<file path="config.mk">
export PLATFORM = sky130hd
export DESIGN_NAME = pc_sequencer
export DESIGN_NICKNAME = d
export VERILOG_FILES = /design/src/rtl/pc_sequencer.sv
export SDC_FILE = /design/constraint.sdc
export NUM_CORES = 1
export LEC_CHECK = 0
export ABC_AREA = 0
export CORE_UTILIZATION = 45
export CTS_BUF_LIST = sky130_fd_sc_hd__clkbuf_4 sky130_fd_sc_hd__clkbuf_8 sky130_fd_sc_hd__clkbuf_16
export DETAILED_ROUTE_END_ITERATION = 7
export PLACE_DENSITY = 0.67
export SLEW_MARGIN = 20
export SYNTH_ARGS = -nofsm -noshare
export SYNTH_HDL_FRONTEND = slang
export SYNTH_SLANG_ARGS = --single-unit
</file>
<file path="constraint.sdc">
create_clock -name clk -period 1.3 [get_ports clk]
set_input_delay 0.26 -clock clk [delete_from_list [all_inputs] [get_ports clk]]
set_output_delay 0.26 -clock clk [all_outputs]
set_load 0.005 [all_outputs]
</file>
<file path="src/rtl/pc_sequencer.sv">
// Program-counter sequencer for the 8-bit-PC core.
// Owns the PC register and an 8-entry absolute branch-target table. Each cycle it selects
// the next PC (hold, increment, table branch, halt) and runs a start/done handshake.
// Optional feature: define PC_LINK_EN to add a one-entry call/return link register.
module pc_sequencer #(
    parameter int unsigned  D        = 8,
    parameter int unsigned  IDX_W    = 3,
    parameter logic [D-1:0] START_PC = '0
) (
    input  logic             clk,
    input  logic             reset_n,
    input  logic             start,
    input  logic             stall,
    input  logic             branch,
    input  logic [IDX_W-1:0] br_idx,
    input  logic             halt_req,
    input  logic             cfg_we,
    input  logic [IDX_W-1:0] cfg_idx,
    input  logic [D-1:0]     cfg_data,
    input  logic             call,
    input  logic             ret,
    output logic [D-1:0]     prog_pc,
    output logic             running,
    output logic             done
);

    localparam int unsigned Depth = 2 ** IDX_W;

    typedef enum logic [1:0] {StIdle, StRun, StHalt} state_e;

    // Power-on contents of the branch-target table; entries past index 7 reset to zero.
    function automatic logic [D-1:0] table_rst_val(input int unsigned idx);
        case (idx)
            0:       return D'(17);
            1:       return D'(22);
            2:       return D'(24);
            3:       return D'(31);
            4:       return D'(35);
            5:       return D'(44);
            6:       return D'(46);
            7:       return D'(64);
            default: return '0;
        endcase
    endfunction

    state_e       r_state, w_state_d;
    logic [D-1:0] r_pc, w_pc_d;
    logic         r_running, r_done;
    logic [D-1:0] r_table [Depth];
    logic [D-1:0] w_target;
    logic [D-1:0] w_pc_inc;

    // Old table contents are read here, so a same-cycle write is seen only by later branches.
    assign w_target = r_table[br_idx];
    assign w_pc_inc = r_pc + D'(1);

`ifdef PC_LINK_EN
    logic [D-1:0] r_link, w_link_d;

    // Link register: holds the return address of the most recent call.
    always_ff @(posedge clk or negedge reset_n) begin
        if (!reset_n) begin
            r_link <= '0;
        end else begin
            r_link <= w_link_d;
        end
    end
`else
    logic w_unused_link;
    assign w_unused_link = call ^ ret;
`endif

    // Branch-target table: writable in any state, stall does not block writes.
    always_ff @(posedge clk or negedge reset_n) begin
        if (!reset_n) begin
            for (int i = 0; i < Depth; i++) begin
                r_table[i] <= table_rst_val(i);
            end
        end else if (cfg_we) begin
            r_table[cfg_idx] <= cfg_data;
        end
    end

    // Next-state and next-PC selection.
    always_comb begin
        w_state_d = r_state;
        w_pc_d    = r_pc;
`ifdef PC_LINK_EN
        w_link_d  = r_link;
`endif
        unique case (r_state)
            StIdle: begin
                w_pc_d = START_PC;
                if (start) begin
                    w_state_d = StRun;
                end
            end
            StRun: begin
                if (stall) begin
                    // Freeze everything; control inputs are dropped for this cycle.
                end else if (halt_req) begin
                    w_state_d = StHalt;
                end else begin
`ifdef PC_LINK_EN
                    if (ret) begin
                        w_pc_d = r_link;
                    end else if (call) begin
                        w_link_d = w_pc_inc;
                        w_pc_d   = w_target;
                    end else if (branch) begin
                        w_pc_d = w_target;
                    end else begin
                        w_pc_d = w_pc_inc;
                    end
`else
                    if (branch) begin
                        w_pc_d = w_target;
                    end else begin
                        w_pc_d = w_pc_inc;
                    end
`endif
                end
            end
            StHalt: begin
                if (start) begin
                    w_state_d = StRun;
                    w_pc_d    = START_PC;
                end
            end
            default: begin
                w_state_d = StIdle;
                w_pc_d    = START_PC;
            end
        endcase
    end

    // State, PC and status flags; flags are registered so outputs never see input paths.
    always_ff @(posedge clk or negedge reset_n) begin
        if (!reset_n) begin
            r_state   <= StIdle;
            r_pc      <= START_PC;
            r_running <= 1'b0;
            r_done    <= 1'b0;
        end else begin
            r_state   <= w_state_d;
            r_pc      <= w_pc_d;
            r_running <= (w_state_d == StRun);
            r_done    <= (w_state_d == StHalt);
        end
    end

    assign prog_pc = r_pc;
    assign running = r_running;
    assign done    = r_done;

endmodule

</file>
==> summary.md <==
The flow ran to the end, but the final reports show violations. The checks that failed: setup timing. Entering global routing, the biggest net connects 29 pins. The mapped netlist covers 0.00364 mm2.

The cell type with the highest aggregate area in the netlist was sky130_fd_sc_hd__dfrtp_1. Synthesis inferred 76 register bits. Pin placement for this block handled 33 I/O pins. Setup repair after global routing could not meet its margin everywhere.

Starting density of the core: 0.469. The die outline area came out at 0.00846 mm2. In the routed layout, each cell is associated on average with a via count of 5.52. Share of the synthesized area in the top cell type: 0.364. TritonCTS built the clock tree. The die is 92.0 um tall. The final-stage net count was 365. Buffers inserted during clock tree synthesis total 9. The power density over cell area is 1350 mW/mm2, and the CTS H-tree depth is 3. IR analysis of the VDD net gives a maximum drop of 0.659 mV.

The worst path in the final design needs a cycle of 1500 ps, including I/O delays and setup. The number of nets in the synthesized netlist is 271, and the sequential element share of the synthesized area is 0.530. The synthesized area per cell is 14.8 um2, and the layout cell share with drive strength beyond 1 is 0.618. The tools report the worst slew slack as a fraction of its limit as 0.690. The tools report the via count of the first global-routing pass as 2606. At the end of routability-driven placement, the weighted congestion stood at 0.810.

The run gives 0.225 as the global-route usage over all layers. In this run the critical register-to-register path is captured at prog_pc[5]. The x dimension of the die came out at 92.0 um.

In this run the worst hold path is classified as in2async. The number of input and output port buffers inserted came out at 30. The post-layout instance area was 0.00496 mm2. The share of flip-flops with an asynchronous set or reset after synthesis works out to 1.00.

Category of the most critical setup path: reg2reg. In this run the clock root is driven by a sky130_fd_sc_hd__clkbuf_8. Setup violations remaining at the end of the flow were counted as 8. The tool flagged a number of max-cap violations equal to 0. The slowest library cell on the worst path was sky130_fd_sc_hd__a2111oi_2. The worst clock skew came out at 9.12 ps. Number of sinks on the clock net: 76. Derived from the worst setup path, the maximum achievable clock frequency is 669 MHz.

In this run, distinct cell masters in the synthesized netlist total 45. After the first detailed-routing iteration, the DRC count stood at 84. The logs give 0 for the total global routing overflow and 5.59 mm for the HPWL after detailed placement. After clock tree synthesis, the clock-pin slew on the worst setup and hold paths is 80 ps.

The first global-routing pass estimated 14.0 mm of wire. After floorplanning, the core was sized to cover 0.00777 mm2. Kind of cell adding the most delay to the critical path: compound AO/OA/AOI/OAI gates.

In the layout the commonest cells are 65 x sky130_fd_sc_hd__mux2_2, 52 x sky130_fd_sc_hd__dfrtp_1, 45 x sky130_fd_sc_hd__buf_4. By area the synthesized netlist is led by sky130_fd_sc_hd__dfrtp_1 36%, sky130_fd_sc_hd__mux2_2 21%, sky130_fd_sc_hd__dfstp_2 17%. The run gives 8.51 mm as the routed wire length. The worst path required time was 1530 ps; the worst setup margin was -196 ps. For the pin with the worst max-slew slack, the measured transition is 466 ps. The run gives 0.00447 mm2 as the total cell area at the placement stage. STA puts the critical path data arrival time at 1730 ps. The count of flip-flops with a built-in enable after synthesis is 0, and the cell count after synthesis is 247. The worst setup path is launched from a flip-flop. Following the worst setup path forward leads to its endpoint at prog_pc[5].

Across all register-to-register paths, the minimum setup slack is -200 ps. The first detailed-routing pass took 4 iterations. The beginning of the critical path is r_table[61].

For the count of vias placed by the detailed router, the log shows 2471. The buffering stage count on the worst path with inverters included is 1. The signal on the critical path passes through nor2b_1 -> a2111oi_2 -> nor4_2 -> buf_4 -> a211o_1. Row generation in the floorplan step produced 32 rows. STA classifies the critical path endpoint as a flip-flop. The critical path's largest stage delay was 410 ps; the number of hold violations in the final report was 0. The analysis attributes to cell leakage a power of 2.11 nW. During synthesis, Yosys emitted a total of 0 warnings. The initial antenna violation count was 0; the detail-routed net length per standard cell was 19.0 um. The worst register-to-register path has a depth of 5.

The layout overhead on the synthesized area is 36.0%, and the residual antenna-violating net count after detailed routing is 0. Leaving out fill and tap cells, the most frequent cell in the layout is sky130_fd_sc_hd__mux2_2. The tools report the final number of max-transition violations as 0. The tools report the remaining design rule violation count as 0. The repair_antennas step left the layout with diodes totalling 0.

Timing analysis after detailed placement gives a worst setup slack of -702 ps. The clock latency at the later pin of the worst-skew pair is 350 ps, and the clock tree buffer depth is 2. The leading register cell type out of synthesis was sky130_fd_sc_hd__dfrtp_1. The final clock period utilization by the worst path is 1.15. The critical path runs through a total of 5 cells. The worst register-to-register path begins at r_table[61].

The worst-path maximum fanout works out to 2.
[metal layers]
metal | vias to the layer above | track usage | share of wire
li1 | 1134 | - | -
met2 | 56 | 0.358 | 0.49
met3 | 8 | 0.0481 | 0.035
met4 | 0 | 0.0742 | 0.012
met1 | 1273 | 0.307 | 0.46
met5 | - | 0 | 0
[cell type report]
cell class | instances | area (um2)
fill | 610 | 2810
sequential | 76 | 1930
multi-input combinational | 159 | 1770
timing repair buffer | 93 | 950
clock buffer | 11 | 139
tap | 102 | 128
clock inverter | 5 | 31.3
inverter | 2 | 7.51
[cell usage after synthesis (2+ instances only)]
library cell	n
sky130_fd_sc_hd__nor3b_4	2
sky130_fd_sc_hd__nand2b_1	4
sky130_fd_sc_hd__nor3_1	4
sky130_fd_sc_hd__buf_2	7
sky130_fd_sc_hd__a21oi_1	2
sky130_fd_sc_hd__nand2_1	9
sky130_fd_sc_hd__nor2b_1	2
sky130_fd_sc_hd__dfstp_2	23
sky130_fd_sc_hd__o22ai_1	3
sky130_fd_sc_hd__dfrtp_1	53
sky130_fd_sc_hd__o21ai_0	6
sky130_fd_sc_hd__nand4b_1	4
sky130_fd_sc_hd__mux2_2	67
sky130_fd_sc_hd__inv_1	2
sky130_fd_sc_hd__buf_4	2
sky130_fd_sc_hd__nand3_1	3
sky130_fd_sc_hd__o221ai_1	5
sky130_fd_sc_hd__and3_1	2
sky130_fd_sc_hd__mux2i_1	9
sky130_fd_sc_hd__a21o_1	2
sky130_fd_sc_hd__mux4_2	12
[what timing repair did]
action,in CTS,in global routing
setup buffers,15,2
gates cloned,2,0
hold buffers,1,0
resized for setup,48,22
hold endpoints to repair,7,0
pin swaps,9,7
endpoints found under the setup margin,58,13
[where the power goes]
part / internal (W) / switching, W
clock: 0.000729 / 0.000852
combinational: 0.00113 / 0.000713
sequential: 0.00300 / 0.000284
[sequential cells by signal (all words and copies together) (netlist names)]
register / flops
running: 1
prog_pc: 8
r_state: 2
r_table: 64
done: 1
[cells by family after synthesis]
logic type / Yosys count / share of synthesized area
AO/OA/AOI/OAI: 26 / 0.0522
XOR/XNOR: 1 / 0.00240
adder cells (fa/ha/maj): 1 / 0.00343
buffers and inverters: 12 / 0.0189
flip-flops: 76 / 0.530
multiplexers: 88 / 0.306
AND/OR/NAND/NOR: 43 / 0.0875
[stage by stage]
stage / power, W / util / cells / hold slack (ps) / TNS (ps)
after floorplan: 0.00420 / - / 247 / -35.6 / -873
after CTS: 0.00664 / 0.629 / 448 / 374 / -994
after global placement: 0.00483 / 0.576 / 414 / 227 / -31720
final: 0.00670 / 0.638 / 448 / 385 / -995
after detailed placement: 0.00490 / 0.576 / 414 / 231 / -33580
after global routing: 0.00707 / 0.638 / 448 / 411 / -1550
[worst min path at each step]
| stage | slack, ps | depth (start not counted) | end | from |
|---|---|---|---|---|
| floorplan | -40 | 0 | done | reset_n |
| detailed placement | 230 | 1 | r_table[41] | reset_n |
| global placement | 230 | 1 | r_table[41] | reset_n |
| global route | 410 | 2 | r_table[41] | reset_n |
| finish | 380 | 2 | r_table[41] | reset_n |
| CTS | 370 | 2 | r_table[41] | reset_n |
Note: power is estimated with default switching activity, not from simulation.
